==> src/rtl/fifo_drain_ctrl_pkg.sv <==
// Shared definitions for the FIFO drain controller: FSM encoding, lane/counter widths.
// Latency: none (types and constants only).
// Backpressure: n/a.
package fifo_drain_ctrl_pkg;

    // Word counters (issued / accepted) and the num_words port share this width.
    localparam int CNT_W = 5;

    // Each FIFO lane is a double-width element (products/accumulators of DATA_WIDTH inputs).
    localparam int LANE_FACTOR = 2;

    typedef enum logic [2:0] {
        S_IDLE  = 3'd0,
        S_CLEAR = 3'd1,
        S_DRAIN = 3'd2,
        S_FLUSH = 3'd3,
        S_FIN   = 3'd4
    } state_e;

    // Lane width in bits for a given element width.
    function automatic int lane_width(input int data_width);
        return data_width * LANE_FACTOR;
    endfunction

    // Requested word count forced into 1..max_n.
    function automatic logic [CNT_W-1:0] clamp_words(input logic [CNT_W-1:0] n,
                                                     input logic [CNT_W-1:0] max_n);
        if (n == '0) begin
            return CNT_W'(1);
        end else if (n > max_n) begin
            return max_n;
        end else begin
            return n;
        end
    endfunction

endpackage

==> src/rtl/fifo_drain_ctrl_if.sv <==
// Bundle of control, FIFO-array and downstream stream signals for fifo_drain_ctrl.
// Latency: none (wires only).
// Backpressure: m_ready from the sink throttles m_valid/m_data from the controller.
interface fifo_drain_ctrl_if
    import fifo_drain_ctrl_pkg::*;
#(
    parameter int DATA_WIDTH    = 8,
    parameter int SYSTOLIC_SIZE = 16
);
    localparam int W = SYSTOLIC_SIZE / 2 * lane_width(DATA_WIDTH);

    logic             start;
    logic [CNT_W-1:0] num_words;
    logic             fifo_rd_en;
    logic             fifo_rd_clr;
    logic [W-1:0]     fifo_data;
    logic             m_valid;
    logic             m_ready;
    logic [W-1:0]     m_data;
    logic             busy;
    logic             done;

    // Controller side.
    modport slave (
        input  start, num_words, fifo_data, m_ready,
        output fifo_rd_en, fifo_rd_clr, m_valid, m_data, busy, done
    );

    // Requester / FIFO array / sink side.
    modport master (
        output start, num_words, fifo_data, m_ready,
        input  fifo_rd_en, fifo_rd_clr, m_valid, m_data, busy, done
    );

endinterface

==> src/rtl/fifo_drain_ctrl_skid_buf2.sv <==
// Two-entry in-order skid buffer; head word presented on head_dat when head_vld.
// Latency: a pushed word is visible at the head the cycle after the push (when empty).
// Backpressure: none internally; the writer must not push when full unless popping.
module skid_buf2 #(
    parameter int WIDTH = 8
) (
    input  logic             clk,
    input  logic             rst,
    input  logic             push,
    input  logic [WIDTH-1:0] push_dat,
    input  logic             pop,
    output logic [WIDTH-1:0] head_dat,
    output logic             head_vld,
    output logic [1:0]       occ
);

    logic [WIDTH-1:0] slot0_q, slot0_d;
    logic [WIDTH-1:0] slot1_q, slot1_d;
    logic [1:0]       cnt_q, cnt_d;

    // Storage and occupancy registers.
    always_ff @(posedge clk or posedge rst) begin
        if (rst) begin
            slot0_q <= '0;
            slot1_q <= '0;
            cnt_q   <= '0;
        end else begin
            slot0_q <= slot0_d;
            slot1_q <= slot1_d;
            cnt_q   <= cnt_d;
        end
    end

    // slot0 is always the oldest word; a simultaneous push/pop shifts and refills.
    always_comb begin
        slot0_d = slot0_q;
        slot1_d = slot1_q;
        cnt_d   = cnt_q;
        unique case ({push, pop})
            2'b10: begin
                if (cnt_q == 2'd0) begin
                    slot0_d = push_dat;
                end else begin
                    slot1_d = push_dat;
                end
                cnt_d = cnt_q + 2'd1;
            end
            2'b01: begin
                slot0_d = slot1_q;
                cnt_d   = cnt_q - 2'd1;
            end
            2'b11: begin
                if (cnt_q == 2'd2) begin
                    slot0_d = slot1_q;
                    slot1_d = push_dat;
                end else begin
                    slot0_d = push_dat;
                end
            end
            default: begin
            end
        endcase
    end

    assign head_dat = slot0_q;
    assign head_vld = (cnt_q != 2'd0);
    assign occ      = cnt_q;

endmodule

==> src/rtl/fifo_drain_ctrl.sv <==
// Drains num_words words from a FIFO array into a valid/ready stream; optional ReLU (DRAIN_RELU_EN).
// Latency: first m_valid 3 cycles after start is accepted (clear, read, capture), then 1 word/cycle.
// Backpressure: m_ready low stalls the skid buffer; reads are only issued when a slot is free for them.
module fifo_drain_ctrl
    import fifo_drain_ctrl_pkg::*;
#(
    parameter int DATA_WIDTH    = 8,
    parameter int SYSTOLIC_SIZE = 16,
    parameter int NUM_MODULES   = 8
) (
    input  logic             clk,
    input  logic             rst,
    fifo_drain_ctrl_if.slave bus
);

    localparam int LANE_W = lane_width(DATA_WIDTH);
    localparam int W      = SYSTOLIC_SIZE / 2 * LANE_W;
    localparam logic [CNT_W-1:0] MAX_WORDS = CNT_W'(SYSTOLIC_SIZE);
    // Lanes subject to ReLU, never more than the bus actually carries.
    localparam int RELU_LANES = (NUM_MODULES * LANE_W <= W) ? NUM_MODULES : W / LANE_W;
`ifdef DRAIN_RELU_EN
    localparam bit RELU_ON = 1'b1;
`else
    localparam bit RELU_ON = 1'b0;
`endif

    state_e           state_q, state_d;
    logic [CNT_W-1:0] issued_q, issued_d;
    logic [CNT_W-1:0] accepted_q, accepted_d;
    logic [CNT_W-1:0] num_q, num_d;
    logic             rd_inflight_q, rd_inflight_d;

    logic             rd_en;
    logic             rd_clr;
    logic             fin;
    logic             pop;
    logic             room;
    logic [2:0]       occ_after;
    logic [1:0]       skid_occ;
    logic             skid_vld;
    logic [W-1:0]     skid_head;
    logic [W-1:0]     m_data_c;

    skid_buf2 #(.WIDTH(W)) u_skid (
        .clk      (clk),
        .rst      (rst),
        .push     (rd_inflight_q),
        .push_dat (bus.fifo_data),
        .pop      (pop),
        .head_dat (skid_head),
        .head_vld (skid_vld),
        .occ      (skid_occ)
    );

    assign pop = skid_vld & bus.m_ready;

    // Occupancy once this cycle's pop and the read in flight have settled; a new
    // read may go out only if that leaves a slot for it to land in.
    always_comb begin
        occ_after = {1'b0, skid_occ} + {2'b00, rd_inflight_q} - {2'b00, pop};
        room      = (occ_after < 3'd2);
    end

    // State, counters and the one-cycle read-in-flight marker.
    always_ff @(posedge clk or posedge rst) begin
        if (rst) begin
            state_q       <= S_IDLE;
            issued_q      <= '0;
            accepted_q    <= '0;
            num_q         <= '0;
            rd_inflight_q <= 1'b0;
        end else begin
            state_q       <= state_d;
            issued_q      <= issued_d;
            accepted_q    <= accepted_d;
            num_q         <= num_d;
            rd_inflight_q <= rd_inflight_d;
        end
    end

    // Next state, read strobes and counter updates.
    always_comb begin
        state_d    = state_q;
        issued_d   = issued_q;
        accepted_d = accepted_q + CNT_W'(pop);
        num_d      = num_q;
        rd_en      = 1'b0;
        rd_clr     = 1'b0;
        fin        = 1'b0;
        unique case (state_q)
            S_IDLE: begin
                if (bus.start) begin
                    num_d      = clamp_words(bus.num_words, MAX_WORDS);
                    issued_d   = '0;
                    accepted_d = '0;
                    state_d    = S_CLEAR;
                end
            end
            S_CLEAR: begin
                rd_clr  = 1'b1;
                state_d = S_DRAIN;
            end
            S_DRAIN: begin
                if ((issued_q < num_q) && room) begin
                    rd_en    = 1'b1;
                    issued_d = issued_q + CNT_W'(1);
                    if (issued_d == num_q) begin
                        state_d = S_FLUSH;
                    end
                end
            end
            S_FLUSH: begin
                if ((accepted_q == num_q) && (skid_occ == 2'd0) && !rd_inflight_q) begin
                    state_d = S_FIN;
                end
            end
            S_FIN: begin
                fin     = 1'b1;
                state_d = S_IDLE;
            end
            default: begin
                state_d = S_IDLE;
            end
        endcase
        rd_inflight_d = rd_en;
    end

    // Optional ReLU on the skid-buffer head: negative signed lanes are zeroed.
    always_comb begin
        m_data_c = skid_head;
        for (int i = 0; i < RELU_LANES; i++) begin
            if (RELU_ON && skid_head[i*LANE_W + LANE_W - 1]) begin
                m_data_c[i*LANE_W +: LANE_W] = '0;
            end
        end
    end

    assign bus.fifo_rd_en  = rd_en;
    assign bus.fifo_rd_clr = rd_clr;
    assign bus.m_valid     = skid_vld;
    assign bus.m_data      = m_data_c;
    assign bus.busy        = (state_q != S_IDLE);
    assign bus.done        = fin;

endmodule

==> src/flat_wrapper.sv <==
// flat-port wrapper written by rule: the top's interface ports become plain ports
module fifo_drain_ctrl_flat import fifo_drain_ctrl_pkg::*;
#(
    parameter int DATA_WIDTH    = 8,
    parameter int SYSTOLIC_SIZE = 16,
    parameter int NUM_MODULES   = 8
)
  (clk, rst, bus_start, bus_num_words, bus_fifo_data, bus_m_ready, bus_fifo_rd_en, bus_fifo_rd_clr, bus_m_valid, bus_m_data, bus_busy, bus_done);
  fifo_drain_ctrl_if #(.DATA_WIDTH(DATA_WIDTH), .SYSTOLIC_SIZE(SYSTOLIC_SIZE)) bus_i ();
  input  logic clk;
  input  logic rst;
  input wire logic [$bits(bus_i.start)-1:0] bus_start;
  input wire logic [$bits(bus_i.num_words)-1:0] bus_num_words;
  input wire logic [$bits(bus_i.fifo_data)-1:0] bus_fifo_data;
  input wire logic [$bits(bus_i.m_ready)-1:0] bus_m_ready;
  output wire logic [$bits(bus_i.fifo_rd_en)-1:0] bus_fifo_rd_en;
  output wire logic [$bits(bus_i.fifo_rd_clr)-1:0] bus_fifo_rd_clr;
  output wire logic [$bits(bus_i.m_valid)-1:0] bus_m_valid;
  output wire logic [$bits(bus_i.m_data)-1:0] bus_m_data;
  output wire logic [$bits(bus_i.busy)-1:0] bus_busy;
  output wire logic [$bits(bus_i.done)-1:0] bus_done;
  assign bus_i.start = bus_start;
  assign bus_i.num_words = bus_num_words;
  assign bus_i.fifo_data = bus_fifo_data;
  assign bus_i.m_ready = bus_m_ready;
  assign bus_fifo_rd_en = bus_i.fifo_rd_en;
  assign bus_fifo_rd_clr = bus_i.fifo_rd_clr;
  assign bus_m_valid = bus_i.m_valid;
  assign bus_m_data = bus_i.m_data;
  assign bus_busy = bus_i.busy;
  assign bus_done = bus_i.done;
  fifo_drain_ctrl #(.DATA_WIDTH(DATA_WIDTH), .SYSTOLIC_SIZE(SYSTOLIC_SIZE), .NUM_MODULES(NUM_MODULES)) u_core (.clk(clk), .rst(rst), .bus(bus_i));
endmodule
==> config.mk <==
export PLATFORM = sky130hd
export DESIGN_NAME = fifo_drain_ctrl_flat
export DESIGN_NICKNAME = d
export VERILOG_FILES = /design/src/rtl/fifo_drain_ctrl_pkg.sv /design/src/rtl/fifo_drain_ctrl_if.sv /design/src/rtl/fifo_drain_ctrl_skid_buf2.sv /design/src/rtl/fifo_drain_ctrl.sv /design/src/flat_wrapper.sv
export SDC_FILE = /design/constraint.sdc
export NUM_CORES = 1
export LEC_CHECK = 0
export CORE_MARGIN = 2
export CORE_UTILIZATION = 51
export CTS_CLUSTER_DIAMETER = 50
export DETAILED_ROUTE_END_ITERATION = 12
export PLACE_DENSITY = 0.83
export SLEW_MARGIN = 20
export SYNTH_ARGS = -nofsm -noshare
export SYNTH_HDL_FRONTEND = slang
export SYNTH_SLANG_ARGS = --single-unit
export TNS_END_PERCENT = 30
==> constraint.sdc <==
create_clock -name clk -period 11.5 [get_ports clk]
set_input_delay 2.3 -clock clk [delete_from_list [all_inputs] [get_ports clk]]
set_output_delay 2.3 -clock clk [all_outputs]
set_load 0.02 [all_outputs]
Word level (Yosys, flattened, before mapping)
Cells that the tools add are included.
- word-level logic and storage cells: 76
- RAM bits: 0
- memories: 0
- bits in read-only memories: 0
- register bits after elaboration: 277
- output and inout bits: 133
- latch bits: 0
- $mul: 0
- $lt $le $gt $ge: 3
- equal/unequal tests: 17
- $add $sub $neg: 6
- bitwise operators: 1
- div/mod/pow operators: 0
- muxes and demuxes: 23
- reductions and logical operators: 18
- shift operators: 0
- operators with widths (cell ; number):
    $mux W128 ; 4
    $pmux W128 S3 ; 1
    $pmux W128 S2 ; 1
    $mux W5 ; 6
    $mux W3 ; 4
    $pmux W3 S4 ; 1
    $eq A5 B5 Y1 ; 2
    $pmux W5 S2 ; 1
    $ne A2 B1 Y1 const B ; 4
    $reduce_bool A2 Y1 ; 4
    $eq A2 B2 Y1 const B ; 3
    $eq A3 B2 Y1 const B ; 2
    $ne A2 B2 Y1 const B ; 3
    $reduce_and A3 Y1 ; 2
    $reduce_bool A3 Y1 ; 2
    $add A5 B1 Y5 ; 1
    $add A5 B1 Y5 const B ; 1
    $gt A5 B5 Y1 const B ; 1
    $logic_not A5 Y1 ; 1
    $lt A5 B5 Y1 ; 1
    $mux W1 ; 4
    $pmux W2 S2 ; 1
    $reduce_and A2 Y1 ; 2
    $reduce_and A4 Y1 ; 1
    13 further kinds ; 15

Logic depth before layout (Yosys ltp)
Gate-level depths: netlist of the first run.
- word-level depth: 7
- mapped depth: 10

Modules after synthesis
A second synthesis of the first run with hierarchy kept.
- cells, all modules: 1027
- area, all modules: 13147.6 µm²
- by module, submodules not included (module ; instances ; cells an instance ; sequential area each (µm²) ; area an instance (µm²)):
    skid_buf2 ; 1 ; 902 ; 6456.2 ; 11939.0
    fifo_drain_ctrl ; 1 ; 125 ; 475.5 ; 1208.7

Worst setup path after synthesis of the first run
No wires, ideal clock.
- path type: in2out
- start point: input bus_m_ready
- end point: output bus_fifo_rd_en
- arrival: 4.554 ns
- slack: 4.646 ns
- stages on the path: 8
- buffers on the path: 0
- data required time: 9.200 ns
- path through: o21a_1 -> inv_1 -> ha_1 -> nand2b_1 -> fa_1 -> nor4b_1 -> nand3_1 -> nor3_1
- longest elaborated chain between the ends: 6
- ends and longest elaborated chain (element ; RTL line ; RTL):
    start: declaration ; flat_wrapper.sv:15 ; input wire logic [$bits(bus_i.m_ready)-1:0] bus_m_ready;
    $and A1 B1 Y1 ; fifo_drain_ctrl.sv:55 ; assign pop = skid_vld & bus.m_ready;
    $sub A3 B1 Y3 ; fifo_drain_ctrl.sv:60 ; occ_after = {1'b0, skid_occ} + {2'b00, rd_inflight_q} - {2'b00, pop};
    $lt A3 B2 Y1 ; fifo_drain_ctrl.sv:61 ; room = (occ_after < 3'd2);
    $logic_and A1 B1 Y1 ; fifo_drain_ctrl.sv:104 ; if ((issued_q < num_q) && room) begin
    $mux W1 ; fifo_drain_ctrl.sv:104 ;
    $mux W1 ; fifo_drain_ctrl.sv:90 ; unique case (state_q)
    end: declaration ; flat_wrapper.sv:16 ; output wire logic [$bits(bus_i.fifo_rd_en)-1:0] bus_fifo_rd_en;
Every way passes these cells.

Worst setup path after layout of the first run
Same ends and word-level chain as after synthesis.

==> results of run 1 <==
==> per-layer routing <==
layer  global-route usage, %  wire [microns]
met1                   28.95           12190
met2                   36.03           13350
met3                   5.165            1827
met4                   7.658             996
met5                       0               0
==> power breakdown <==
group          switching [W]  internal, W  total [W]
combinational       0.000977      0.00109    0.00206
sequential          0.000306      0.00146    0.00176
clock               0.000410     0.000608    0.00102
==> cell usage after synthesis (9+ instances only) <==
| library cell | number |
|---|---|
| xnor2_1 | 14 |
| nand2_1 | 135 |
| o21ai_1 | 133 |
| inv_1 | 12 |
| clkbuf_1 | 14 |
| dfrtp_1 | 277 |
| buf_2 | 20 |
| mux2i_1 | 128 |
| mux2_1 | 9 |
| ha_1 | 9 |
| mux2_4 | 120 |
| buf_6 | 18 |
==> sequential cells by signal, summed over array words and instances (netlist names) <==
name	cells
u_core.accepted_q	5
u_core.issued_q	5
u_core.num_q	5
u_core.rd_inflight_q	1
u_core.state_q	3
u_core.u_skid.head_dat	128
u_core.u_skid.occ	2
u_core.u_skid.slot1_q	128
==> metrics by stage <==
stage          utilization, %  cell area, sq um  hold WS [ns]  worst slack, ns  instances
5_1_grt                 67.55             16330        0.5070            3.086       1563
3_3_place_gp            63.01             15230        0.4625            3.460       1505
4_1_cts                 67.53             16330        0.4887            3.431       1563
6_report                67.56             16330        0.4828            3.441       1564
2_1_floorplan               -             12460        0.4635            1.563        964
3_5_place_dp            63.13             15260        0.4745            3.435       1506
==> worst register-to-register path: cells and delay by family, from the launching register on <==
| kind | cells | cell delay, ns |
|---|---|---|
| flops | 1 | 0.48 |
| compound gates | 3 | 1.24 |
| fa+ha+maj | 1 | 0.18 |
| mux | 1 | 0.41 |
| buf+inv | 2 | 0.97 |
==> area by class of cell <==
cell class              count  share of cell area [%]
flip-flops and latches    277                   42.44
multi-input cells         615                   31.18
repair buffers            278                   17.04
clock buffers              40                   5.385
well taps                 324                   2.482
clock inverters            17                   1.134
inverters                  12                  0.3217
diodes                      1                 0.01532
==> cell families (layout without fill, tap and decap cells) <==
group | Yosys count | after routing | share of synthesized area, %
buffers and inverters | 72 | 347 | 3.694
AO/OA/AOI/OAI | 154 | 154 | 6.575
other | 0 | 1 | 0
AND/OR/NAND/NOR | 173 | 173 | 5.872
XOR/XNOR | 19 | 19 | 1.455
flip-flops | 277 | 277 | 55.61
adder cells (fa/ha/maj) | 10 | 10 | 1.064
multiplexers | 259 | 259 | 25.73
==> worst max-delay path by stage <==
| stage | from | to | slack [ns] |
|---|---|---|---|
| floorplan | rst | u_core.accepted_q[0]$_DFF_PP0_ | 1.56 |
| global placement | bus_m_ready | bus_fifo_rd_en | 3.46 |
| detailed placement | bus_m_ready | bus_fifo_rd_en | 3.44 |
| CTS | bus_m_ready | bus_fifo_rd_en | 3.43 |
| global route | bus_m_ready | bus_fifo_rd_en | 3.09 |
| finish | bus_m_ready | bus_fifo_rd_en | 3.44 |
==> flow_metrics.tcl, run 1 <==
set metrics [dict create \
    status "finished clean" \
    fmax_ghz 0.1241 \
    max_slew_margin_pct 29.66 \
    crit_top_cell "clkdlybuf4s50_1" \
    rr_startpoint "u_core.u_skid.occ[1]$_DFFE_PP0N_" \
    syn_to_final_growth_pct 31.04 \
    critPathArrivalTime_ns 5.76 \
    fp.dieW_microns 160.3 \
    start_util_pct 51.56 \
    yosys.area.top_type "dfrtp_1" \
    cts_hold_buffers 0 \
    synthArstFlopShare_pct 100.0 \
    clockBufferDepth 3 \
    clk_pin_slew_ns 0.06 \
    critPathBufInv 3 \
    grt_setup_unrepaired "false" \
    yosysUniqueCellTypes 44 \
    drv_slew 0 \
    grt_pass1_vias 8778 \
    first_iter_violations 538 \
    r2r_end "u_core.u_skid.slot1_q[123]$_DFFE_PP0P_" \
    clk_latency_ns 0.55 \
    dr.pass1.iters 4 \
    drt-total-wl_mm 28.36 \
    cts_max_level 1 \
    ys_warn_count 0 \
    critPathMaxStageDelay_ns 0.69 \
    antenna_found_initial 0 \
    cp_max_fo 6 \
    power.leakage_nw 7.916 \
    holdPathEnd "u_core.u_skid.head_dat[106]$_DFFE_PP0P_" \
    peakVddDrop_mv 0.2037 \
    dieArea_sq_um 25710 \
    post_cts_buffers 0 \
    crit_chain "clkdlybuf4s50_1 > o21a_1 > inv_1 > ha_1 > nand2b_1 > fa_1 > nor4b_1 > nand3_1 > nor3_1 > clkdlybuf4s50_1" \
    rows 57 \
    startpoint_type "input port" \
    fin_crit_sh_pct 70.08 \
    cp.required_ns 9.20 \
    syn_inst 964 \
    port_buffers 269 \
    final_cell_mix "dfrtp_1 (277), clkdlybuf4s50_1 (269), nand2_1 (135)" \
    grt_max_degree 143 \
    hold_viol 0 \
    tritoncts "built" \
    hold_path_depth 2 \
    synth.avg_cell_area_sq_um 12.93 \
    finalPower_w 0.004844 \
    routed_via_density 5.269 \
    min_path_type "reg2reg" \
    cp.depth 10 \
    clock-sinks 277 \
    synth.area.top_cells "dfrtp_1 (56%), mux2_4 (14%), mux2i_1 (10%)" \
    criticalPathCategory "in2out" \
    clock_skew_ns 0.02032 \
    io_pins 270 \
    overflow 0 \
    critPathTopFamily "buffers and inverters" \
    fin_crit_ns 8.059 \
    layout-drive-gt1-share_pct 15.33 \
    ant_nets 0 \
    route.vias.total 8241 \
    multi_input_area_sq_um 5092 \
    cts-buffers-inserted 31 \
    post_drt_wl_per_cell_microns 18.13 \
    drv_cap 0 \
    crit_path_top_delay_cell "clkdlybuf4s50_1" \
    die_h_microns 160.3 \
    ys.flop_type "dfrtp_1" \
    setup_tns_ns 0 \
    grt_pass1_wl_mm 46.19 \
    power_density_nw_per_um2 296.6 \
    reg2reg_slack_ns 8.10 \
    place_congestion 0.8815 \
    nNetsFinal 1362 \
    crit_path_end_kind "primary output" \
    route.detailed.drc 0 \
    fillers 1699 \
    cts_root_buf "clkbuf_16" \
    core-area_sq_um 24180 \
    setup_violations 0 \
    reg2reg_depth 7 \
    synth.top_cell.area_share_pct 55.61 \
    max_slew.worst_pin.slew_ns 1.055 \
    ys_seq_area_share_pct 55.61 \
    grt_usage_pct 21.98 \
    netlist_area_sq_um 12460 \
    cts_resized 0 \
    synth-edff-count 0 \
    synth-seq-cells 277 \
    synth_fp_nets 1111 \
    seqCellArea_sq_um 6932 \
    final_common_cell "dfrtp_1" \
    min_from "u_core.u_skid.head_dat[106]$_DFFE_PP0P_" \
    detailedPlacementHpwl_mm 18.27 \
]
Note: power is estimated with default switching activity, not from simulation.
==> run 2: changes to the inputs <==
clock period = 8.35 ns   (was 11.5 ns; I/O delays follow)
==> run 2 against run 1 <==
Net effect:
- clock power is 34% higher
- utilization is 0.052 points lower
- worst hold slack worse by 0.0018 ns
- critical path type unchanged
- largest cell class unchanged
==> flow_metrics.tcl, run 2 (synthesized netlist as in run 1, its figures left out) <==
set metrics [dict create \
    postPlaceCellArea_sq_um 15280 \
    startpoint_type "input port" \
    rr_startpoint "u_core.u_skid.occ[1]$_DFFE_PP0N_" \
    fp.dieW_microns 160.3 \
    place_congestion 0.8667 \
    first_iter_violations 541 \
    grt_pass1_vias 8881 \
    overflow 0 \
    start_util_pct 51.56 \
    clk_pin_slew_ns 0.06 \
    final_util_pct 67.51 \
    clk_latency_ns 0.54 \
    nNetsFinal 1364 \
    final_cell_mix "dfrtp_1 (277), clkdlybuf4s50_1 (269), nand2_1 (135)" \
    crit_path_end_kind "primary output" \
    final_common_cell "dfrtp_1" \
    status "finished clean" \
    cts_max_level 1 \
    fin_crit_ns 6.938 \
    cts-buffers-inserted 31 \
    drt-total-wl_mm 28.21 \
    post_drt_wl_per_cell_microns 18.02 \
    route.detailed.drc 0 \
    hold_path_depth 2 \
    fin_area_sq_um 16320 \
    fin_ws_ns 1.412 \
    cts_hold_buffers 0 \
    syn_to_final_growth_pct 30.94 \
    critPathMaxStageDelay_ns 0.70 \
    clock-sinks 277 \
    grt_pass1_wl_mm 46.66 \
    power_density_nw_per_um2 406.4 \
    peakVddDrop_mv 0.2177 \
    grt_setup_unrepaired "false" \
    fmax_ghz 0.1441 \
    drv_slew 0 \
    cp.required_ns 6.68 \
    reg2reg_depth 7 \
    power.leakage_nw 7.892 \
    io_pins 270 \
    post_cts_buffers 0 \
    rows 57 \
    dr.pass1.iters 4 \
    max_slew.worst_pin.slew_ns 0.9522 \
    setup_violations 0 \
    antenna_found_initial 0 \
    fin_crit_sh_pct 83.09 \
    layout-drive-gt1-share_pct 15.47 \
    routed_via_density 5.268 \
    final_cells 1565 \
    criticalPathCategory "in2out" \
    route.vias.total 8245 \
    reg2reg_slack_ns 5.19 \
    setup_tns_ns 0 \
    port_buffers 269 \
    min_path_type "reg2reg" \
    crit_top_cell "clkdlybuf4s50_1" \
    clockBufferDepth 3 \
    cp_max_fo 6 \
    tritoncts "built" \
    grt_max_degree 161 \
    dp.cells 1508 \
    cts_resized 0 \
    min_from "u_core.u_skid.head_dat[118]$_DFFE_PP0P_" \
    drv_cap 0 \
    holdPathEnd "u_core.u_skid.head_dat[118]$_DFFE_PP0P_" \
    core-area_sq_um 24180 \
    clock_skew_ns 0.01974 \
    die_h_microns 160.3 \
    grt_usage_pct 22.23 \
    max_slew_margin_pct 36.52 \
    r2r_end "u_core.u_skid.slot1_q[127]$_DFFE_PP0P_" \
    cts_root_buf "clkbuf_16" \
    detailedPlacementHpwl_mm 18.25 \
    crit_path_top_delay_cell "clkdlybuf4s50_1" \
    critPathArrivalTime_ns 5.27 \
    place_ws_ns 1.431 \
    hold_viol 0 \
    ant_nets 0 \
    dieArea_sq_um 25710 \
    insertedDiodeCount 0 \
    crit_chain "clkdlybuf4s50_1 > o21a_1 > inv_1 > ha_1 > nand2b_1 > fa_1 > nor4b_1 > nand3_1 > nor3_1 > clkdlybuf4s50_1" \
]
-- run 2: worst max-delay path by stage --
stage               slack, ns   startpoint        endpoint
floorplan                2.76  bus_m_ready  bus_fifo_rd_en
global placement         1.56  bus_m_ready  bus_fifo_rd_en
detailed placement       1.43  bus_m_ready  bus_fifo_rd_en
CTS                      1.41  bus_m_ready  bus_fifo_rd_en
global route             1.13  bus_m_ready  bus_fifo_rd_en
finish                   1.41  bus_m_ready  bus_fifo_rd_en
-- run 2: power by group --
group          switching (W)  total (W)  internal [W]
Sequential          0.000421    0.00243       0.00201
Combinational        0.00135    0.00284       0.00149
Clock               0.000555    0.00137      0.000812
-- run 2: routing by layer --
metal	wire (microns)	GRT usage, %	vias to the layer above
met1	12110	29.76	4120
met5	0	0	-
met4	686	5.733	0
met3	1775	4.985	49
li1	-	-	3849
met2	13640	37.05	227
-- run 2: per-stage QoR --
step,hold WS [ns],total power [W]
after CTS,0.4885,0.006692
after floorplan,0.4635,0.004245
final,0.4811,0.006632
after detailed placement,0.4740,0.005269
after global placement,0.4651,0.005160
after global routing,0.5044,0.007024
-- run 2: final cells by class --
| class | count | area (sq um) |
|---|---|---|
| Clock buffer | 37 | 838.3 |
| Clock inverter | 20 | 203.9 |
| Multi-Input combinational cell | 615 | 5092 |
| Timing Repair Buffer | 280 | 2800 |
| Fill cell | 1736 | 7856 |
| Inverter | 12 | 48.80 |
| Tap cell | 324 | 405.4 |
| Sequential cell | 277 | 6932 |
-- run 2: worst max-delay path: cells and delay by family --
family          cells  cell delay (ns)
compound gates      1             0.31
fa+ha+maj           2             0.82
buf+inv             3             1.35
simple gates        4             1.10
==> run 3: changes to the inputs <==
CORE_UTILIZATION = 46   (was 51)
PLACE_DENSITY = 0.79   (was 0.83)
clock period = 5.6 ns   (was 8.35 ns; I/O delays follow)
==> run 3 against run 2 <==
Net effect:
- sequential cell count is the same
- routed wire length shrank 3.6%
- sequential power grew 48%
- clock skew shrank 0.0052 ns
- first-iteration DRC count shrank 14%
- combinational power grew 49%
- largest cell class unchanged
- count of clock-buffer cells in the layout grew 4
- global-route usage shrank 3.1 points
- total power grew 50%
==> flow_metrics.tcl, run 3 (synthesized netlist as in run 1, its figures left out) <==
set metrics [dict create \
    critPathArrivalTime_ns 4.14 \
    fin_crit_sh_pct 93.89 \
    critPathTopFamily "buffers and inverters" \
    grt_busiest_layer "met2" \
    hold_viol 0 \
    clock_skew_ns 0.01453 \
    dr.pass1.iters 4 \
    power_density_nw_per_um2 605.7 \
    port_buffers 269 \
    fp.dieW_microns 168.6 \
    fin_crit_ns 5.258 \
    cts-buffers-inserted 31 \
    layout-drive-gt1-share_pct 15.16 \
    clock-sinks 277 \
    cts_hold_buffers 0 \
    dp.cells 1524 \
    drv_slew 0 \
    final_common_cell "dfrtp_1" \
    gr-usage-met2_pct 31.40 \
    grt_usage_pct 19.14 \
    grt_setup_unrepaired "false" \
    overflow 0 \
    post_drt_wl_per_cell_microns 17.19 \
    grt_pass1_wl_mm 44.86 \
    crit_path_top_delay_cell "clkdlybuf4s50_1" \
    grt_pass1_vias 8747 \
    fmax_ghz 0.1902 \
    cts_root_buf "clkbuf_16" \
    cp.required_ns 4.48 \
    cts_max_level 1 \
    grt_max_degree 257 \
    drv_cap 0 \
    place_congestion 0.8314 \
    start_util_pct 46.51 \
    grt_util_met3_pct 4.980 \
    criticalPathCategory "in2out" \
    syn_to_final_growth_pct 31.83 \
    clk_pin_slew_ns 0.06 \
    peakVddDrop_mv 0.3091 \
    core-area_sq_um 26800 \
    crit_chain "clkdlybuf4s50_1 > o21a_1 > inv_1 > ha_1 > nand2b_1 > fa_1 > nor4b_2 > nand3_1 > nor3_1 > clkdlybuf4s50_1" \
    clockBufferDepth 3 \
    detailedPlacementHpwl_mm 17.16 \
    crit_path_end_kind "primary output" \
    setup_tns_ns 0 \
    routed_via_density 5.125 \
    drt-total-wl_mm 27.20 \
    crit_top_cell "clkdlybuf4s50_1" \
    ant_nets 0 \
    die_h_microns 168.6 \
    status "finished clean" \
    power.leakage_nw 7.943 \
    met1_usage_pct 25.17 \
    antenna_found_initial 1 \
    first_iter_violations 467 \
    route.detailed.drc 0 \
    critPathBufInv 3 \
    final_cell_mix "dfrtp_1 (277), clkdlybuf4s50_1 (269), nand2_1 (135)" \
    io_pins 270 \
    setup_violations 0 \
    max_slew.worst_pin.slew_ns 1.134 \
    final_cells 1582 \
    startpoint_type "input port" \
    tritoncts "built" \
    dieArea_sq_um 28430 \
    route.vias.total 8108 \
    clk_latency_ns 0.54 \
    nNetsFinal 1363 \
    max_slew_margin_pct 24.41 \
    rows 60 \
    critPathMaxStageDelay_ns 0.66 \
    min_path_type "reg2reg" \
    cp_max_fo 4 \
]
==> run 3: repair_timing <==
item / CTS / global route
hold endpoints to repair: 0 / 0
gates resized for setup: 0 / 1
setup buffers: 0 / 0
endpoints found under the setup margin: 0 / 1
==> run 3: cell type report <==
| type | count | area, sq um |
|---|---|---|
| Inverter | 12 | 48.80 |
| Fill cell | 2119 | 10370 |
| Sequential cell | 277 | 6932 |
| Timing Repair Buffer | 279 | 2843 |
| Antenna cell | 1 | 2.502 |
| Clock buffer | 41 | 853.3 |
| Clock inverter | 16 | 227.7 |
| Multi-Input combinational cell | 615 | 5099 |
| Tap cell | 341 | 426.7 |
==> run 3: report_power, final <==
| group | switching, W | internal (W) | total, W |
|---|---|---|---|
| registers | 0.000606 | 0.00299 | 0.00360 |
| logic | 0.00199 | 0.00223 | 0.00422 |
| clock network | 0.000826 | 0.00131 | 0.00213 |
==> run 3: worst register-to-register path: stages, from the launching register on <==
cell      delay, ns
dfrtp_1        0.48
o21a_1         0.19
inv_1          0.04
ha_1           0.32
nand2b_1       0.17
fa_1           0.48
nor4b_2        0.21
and3_1         0.26
a31oi_1        0.16
mux2_2         0.31
==> run 3: layer usage <==
| metal | up-vias | part of all wire [%] |
|---|---|---|
| met2 | 220 | 47 |
| met3 | 47 | 6.7 |
| met5 | - | 0 |
| met1 | 3995 | 44 |
| met4 | 0 | 2.7 |
| li1 | 3846 | - |
==> run 3: through the flow <==
step	total power, W	hold WS (ns)	util (%)	instance area (sq um)	setup slack, ns
global placement	0.007719	0.4670	57.25	15340	0.2906
CTS	0.01004	0.4869	61.28	16420	0.2322
global route	0.01056	0.5048	61.31	16430	0.1253
detailed placement	0.007848	0.4739	57.25	15340	0.2706
finish	0.009953	0.4803	61.31	16430	0.3420
floorplan	0.006329	0.4635	-	12470	0.8146
==> run 3: worst paths after layout <==
check	slack [ns]	end	start	cells past startpoint
worst min register to register	0.48	u_core.u_skid.head_dat[55]$_DFFE_PP0P_	u_core.u_skid.head_dat[55]$_DFFE_PP0P_	2
max in group asynchronous	3.67	u_core.u_skid.slot1_q[66]$_DFFE_PP0P_	rst	3
min in group asynchronous	1.12	u_core.u_skid.occ[0]$_DFFE_PP0N_	rst	3
worst max-delay path	0.34	bus_fifo_rd_en	bus_m_ready	10
worst max register to register	2.86	u_core.issued_q[0]$_DFFE_PP0P_	u_core.u_skid.occ[1]$_DFFE_PP0N_	9
worst min-delay path	0.48	u_core.u_skid.head_dat[55]$_DFFE_PP0P_	u_core.u_skid.head_dat[55]$_DFFE_PP0P_	2
==> RTL edit 1 (settings of run 2) <==
Build with the macro `DRAIN_RELU_EN` defined.
--- a/src/rtl/fifo_drain_ctrl.sv
+++ b/src/rtl/fifo_drain_ctrl.sv
@@ -1,6 +1,8 @@
 // Drains num_words words from a FIFO array into a valid/ready stream; optional ReLU (DRAIN_RELU_EN).
 // Latency: first m_valid 3 cycles after start is accepted (clear, read, capture), then 1 word/cycle.
 // Backpressure: m_ready low stalls the skid buffer; reads are only issued when a slot is free for them.
+`define DRAIN_RELU_EN
+
 module fifo_drain_ctrl
     import fifo_drain_ctrl_pkg::*;
 #(
Formal check against the unedited RTL: no difference found for any inputs over 4 cycles, from zero or initial values and one cycle with rst high; that may be too few to reach the edited logic, so the function may still have changed.
==> RTL edit 1 against run 2 <==
Clock skew is 11 ps lower. Area after synthesis grew 3.5%. Setup slack better by 290 ps. Total power about the same. Design area increased by 1.2%. Sequential cell count stayed put. Cell count rose by 7.8%. Routed wire length shrank 0.87%. Critical endpoint unchanged. Largest cell class unchanged.
==> RTL edit 1: results (changes against run 2) <==
stage,metric,value,unit,change
grt,first-pass GRT wire length,45800,µm,-1.8%
synth,synth cell count leaders,"dfrtp_1 (277), nand2_1 (135), mux2i_1 (128), nor2b_1 (122), o21ai_1 (121)",,
final_layout,post-route cell area,16500,µm²,+1.2%
critical_path,cells on worst reg2reg path,9,,+2
critical_path,"slowest stage delay, CP",600,ps,-100 ps
final_layout,fillers,1905,,+9.7%
final_layout,Repair and plain buffers,268,,-4.3%
route,Via density,5.22,,-0.87%
grt,initial antenna violation count,3,,+3
placed_design,# placed instances,1629,,+8.0%
final_layout,layout cells sized above 1,6.79,%,-8.7 points
final_layout,Final #Nets,1478,,+8.4%
grt,largest net degree at the start of global routing,257,,+60%
route,met2 WL,13600,µm,-0.39%
synth,"Avg Cell Area, Syn",11.7,µm²,-9.2%
placed_design,GPL Wtd Cong,0.809,,-6.7%
sta,Fmax,150,MHz,+4.3%
synth,sequential cell area fraction in the yosys report,53.7,%,-1.9 points
grt,All-Layer GR Usage,21.1,%,-1.1 points
final_layout,area of the multi-input gates,5460,µm²,+7.2%
hold_path,worst hold start,u_core.u_skid.head_dat[122]$_DFFE_PP0P_,,
critical_path,R2R Path End,u_core.issued_q[2]$_DFFE_PP0P_,,
hold_path,worst hold endpoint,u_core.u_skid.head_dat[122]$_DFFE_PP0P_,,
floorplan,core box area,25000,µm²,+3.6%
placed_design,PortBufs,261,,-3.0%
grt,met3 usage,4.98,%,-0.0074 points
critical_path,CP Max Fanout,7,,+1
grt,GRT met2 Usage,36.5,%,-0.52 points
route,Post-Route WL,28000,µm,-0.87%
final_layout,fraction of area in non-clock buffers,16.3,%,-0.84 points
final_layout,clkbuf count,43,,+16%
placed_design,Final HPWL DP,18200,µm,-0.11%
outcome,status,"complete, no violations",,
synth,"Distinct cells, synth",45,,+2.3%
route,met1 WL,11800,µm,-2.5%
RTL edit 1: cell types whose count changed in the layout (fill, tap and decap cells not counted), sizes merged, moves of 4 or more:
cell	run 2	this run
buf	11	7
clkbuf	37	43
clkdlybuf4s50	269	261
clkinvlp	8	4
conb	0	8
nor2b	3	122
RTL edit 1: cell families after synthesis:
kind of cell	share of synthesized area [%]
AOI/OAI and AO/OA	6.45
xor gates and xnor gates	1.29
adders and majority gates	1.03
buffers and inverters	4.28
DFF	53.7
muxes	21.7
other	0.0291
and+or+nand+nor	11.5
RTL edit 1: power by group through the flow:
stage                     Sequential (mW)  Combinational (mW)  Clock, mW
after global routing                 2.52                3.21       1.35
after floorplan                      2.28                2.17          0
after detailed placement             2.45                2.97          0
after global placement               2.41                2.89          0
final                                2.44                2.95       1.26
after CTS                            2.43                2.99       1.29
==> RTL edit 2 (config.mk and constraints of run 2) <==
Without the edit above. Make the reset (`rst`) synchronous in 2 clocked blocks.
--- a/src/rtl/fifo_drain_ctrl_skid_buf2.sv
+++ b/src/rtl/fifo_drain_ctrl_skid_buf2.sv
@@ -19,7 +19,7 @@
     logic [1:0]       cnt_q, cnt_d;
 
     // Storage and occupancy registers.
-    always_ff @(posedge clk or posedge rst) begin
+    always_ff @(posedge clk) begin
         if (rst) begin
             slot0_q <= '0;
             slot1_q <= '0;
--- a/src/rtl/fifo_drain_ctrl.sv
+++ b/src/rtl/fifo_drain_ctrl.sv
@@ -62,7 +62,7 @@
     end
 
     // State, counters and the one-cycle read-in-flight marker.
-    always_ff @(posedge clk or posedge rst) begin
+    always_ff @(posedge clk) begin
         if (rst) begin
             state_q       <= S_IDLE;
             issued_q      <= '0;
Behaviour: differs if rst is asserted again (counterexample within 4 cycles, from zero or initial values and one cycle with rst high); with rst held inactive, the same outputs for 4 cycles.
==> RTL edit 2 against run 2 <==
Largest cell class unchanged. Design area shrank 8.8%. Sequential cell count is the same. Total power shrank 27%. Critical path depth is the same. Area after synthesis shrank 10%. Setup slack gained 530 ps. Clock skew shrank 10 ps. Critical endpoint unchanged. Largest power group unchanged. Routed wire length grew 2.8%.
==> RTL edit 2: results (changes against run 2) <==
stage,metric,value,unit,change
sta,Final Skew,9.52,ps,-10.2 ps
synth,sequential cell area fraction in the yosys report,49.6,%,-6.0 points
clock_tree,Num CTS Buffers,29,,-6.5%
synth,xor and xnor area share after synthesis,1.33,%,-0.12 points
power_and_ir_drop,power density over the cells,327,nW/µm²,-20%
synth,Compound-Gate Fraction of Synth Area,16.2,%,+9.6 points
route,total vias in the final route,9662,,+17%
route,drt pass-1 iters,5,,+1
grt,All-Layer GR Usage,23.9,%,+1.6 points
hold_path,worst hold start,u_core.u_skid.slot1_q[71]$_SDFFE_PP0P_,,
placed_design,GPL Wtd Cong,0.813,,-6.2%
grt,largest net degree at the start of global routing,111,,-31%
critical_path,R2R Path End,u_core.issued_q[3]$_SDFFE_PP0P_,,
route,WL/cell,16.2,µm,-9.9%
sta,Slew headroom,27.5,%,-9.0 points
synth,Synth Instances,1275,,+32%
synth,synth cell count leaders,"dfxtp_1 (277), nand2_1 (262), nor2_1 (147), a21oi_1 (135), a211oi_1 (130)",,
final_layout,Final #Nets,1629,,+19%
critical_path,RR Startpoint,u_core.u_skid.occ[0]$_SDFFE_PP0N_,,
critical_path,"slowest stage delay, CP",610,ps,-90 ps
critical_path,CP Max Fanout,7,,+1
synth,multiplexer share of the synthesized area,11.5,%,-14 points
outcome,status,"complete, no violations",,
critical_path,cells on worst reg2reg path,11,,+4
grt,initial antenna violation count,1,,+1
placed_design,Final HPWL DP,18000,µm,-1.3%
power_and_ir_drop,Worst VDD drop,0.000205,V,-6.0%
-- RTL edit 2: worst register-to-register path, delay by kind of cell (launching register included) --
family,cells,cell delay (ps)
and+or+nand+nor,5,1300
DFF,1,410
AOI/OAI and AO/OA,2,500
adders and majority gates,2,820
buffers and inverters,2,200
-- RTL edit 2: metrics by stage --
step	hold WS, ps	cell area [µm²]
after floorplan	436	11200
after global placement	440	13900
after detailed placement	446	13900
after CTS	453	14800
after global routing	466	14900
final	450	14900
-- RTL edit 2: area by class of cell --
type	instances	area, µm²	share of cell area (%)
multi-input cells	881	5180	34.8
clock buffers	43	848	5.70
clock inverters	9	101	0.681
diodes	1	2.50	0.0168
flip-flops and latches	277	5550	37.3
well taps	280	350	2.35
inverters	13	48.8	0.328
repair buffers	280	2800	18.8
-- RTL edit 2: where the power goes --
part	total (mW)	switching (mW)	internal (mW)
Combinational	1.85	1.02	0.835
Sequential	1.73	0.150	1.58
Clock	1.28	0.515	0.760
Total	4.86	1.68	3.18
-- RTL edit 2: worst max path at each step --
stage / slack, ps / start / endpoint / cells past startpoint
detailed placement: 1960 / bus_m_ready / bus_fifo_rd_en / 10
finish: 1940 / bus_m_ready / bus_fifo_rd_en / 10
CTS: 1950 / bus_m_ready / bus_fifo_rd_en / 10
global placement: 2020 / bus_m_ready / bus_fifo_rd_en / 10
global route: 1760 / bus_m_ready / bus_fifo_rd_en / 10
floorplan: 3310 / bus_m_ready / bus_fifo_rd_en / 8
-- RTL edit 2: logic make-up (layout without fill, tap and decap cells) --
group	count (synthesis)	count (layout)
AOI/OAI and AO/OA	280	280
other	0	1
and+or+nand+nor	446	446
buffers and inverters	117	345
muxes	128	128
adders and majority gates	10	10
xor gates and xnor gates	17	17
DFF	277	277
-- RTL edit 2: per-layer routing --
| metal | GRT usage [%] | routed length [µm] | vias to the layer above |
|---|---|---|---|
| met5 | 0 | 0 | - |
| met4 | 9.26 | 941 | 0 |
| met3 | 4.48 | 1490 | 65 |
| met2 | 41.6 | 14400 | 269 |
| met1 | 29.2 | 12100 | 4521 |
| li1 | - | - | 4807 |
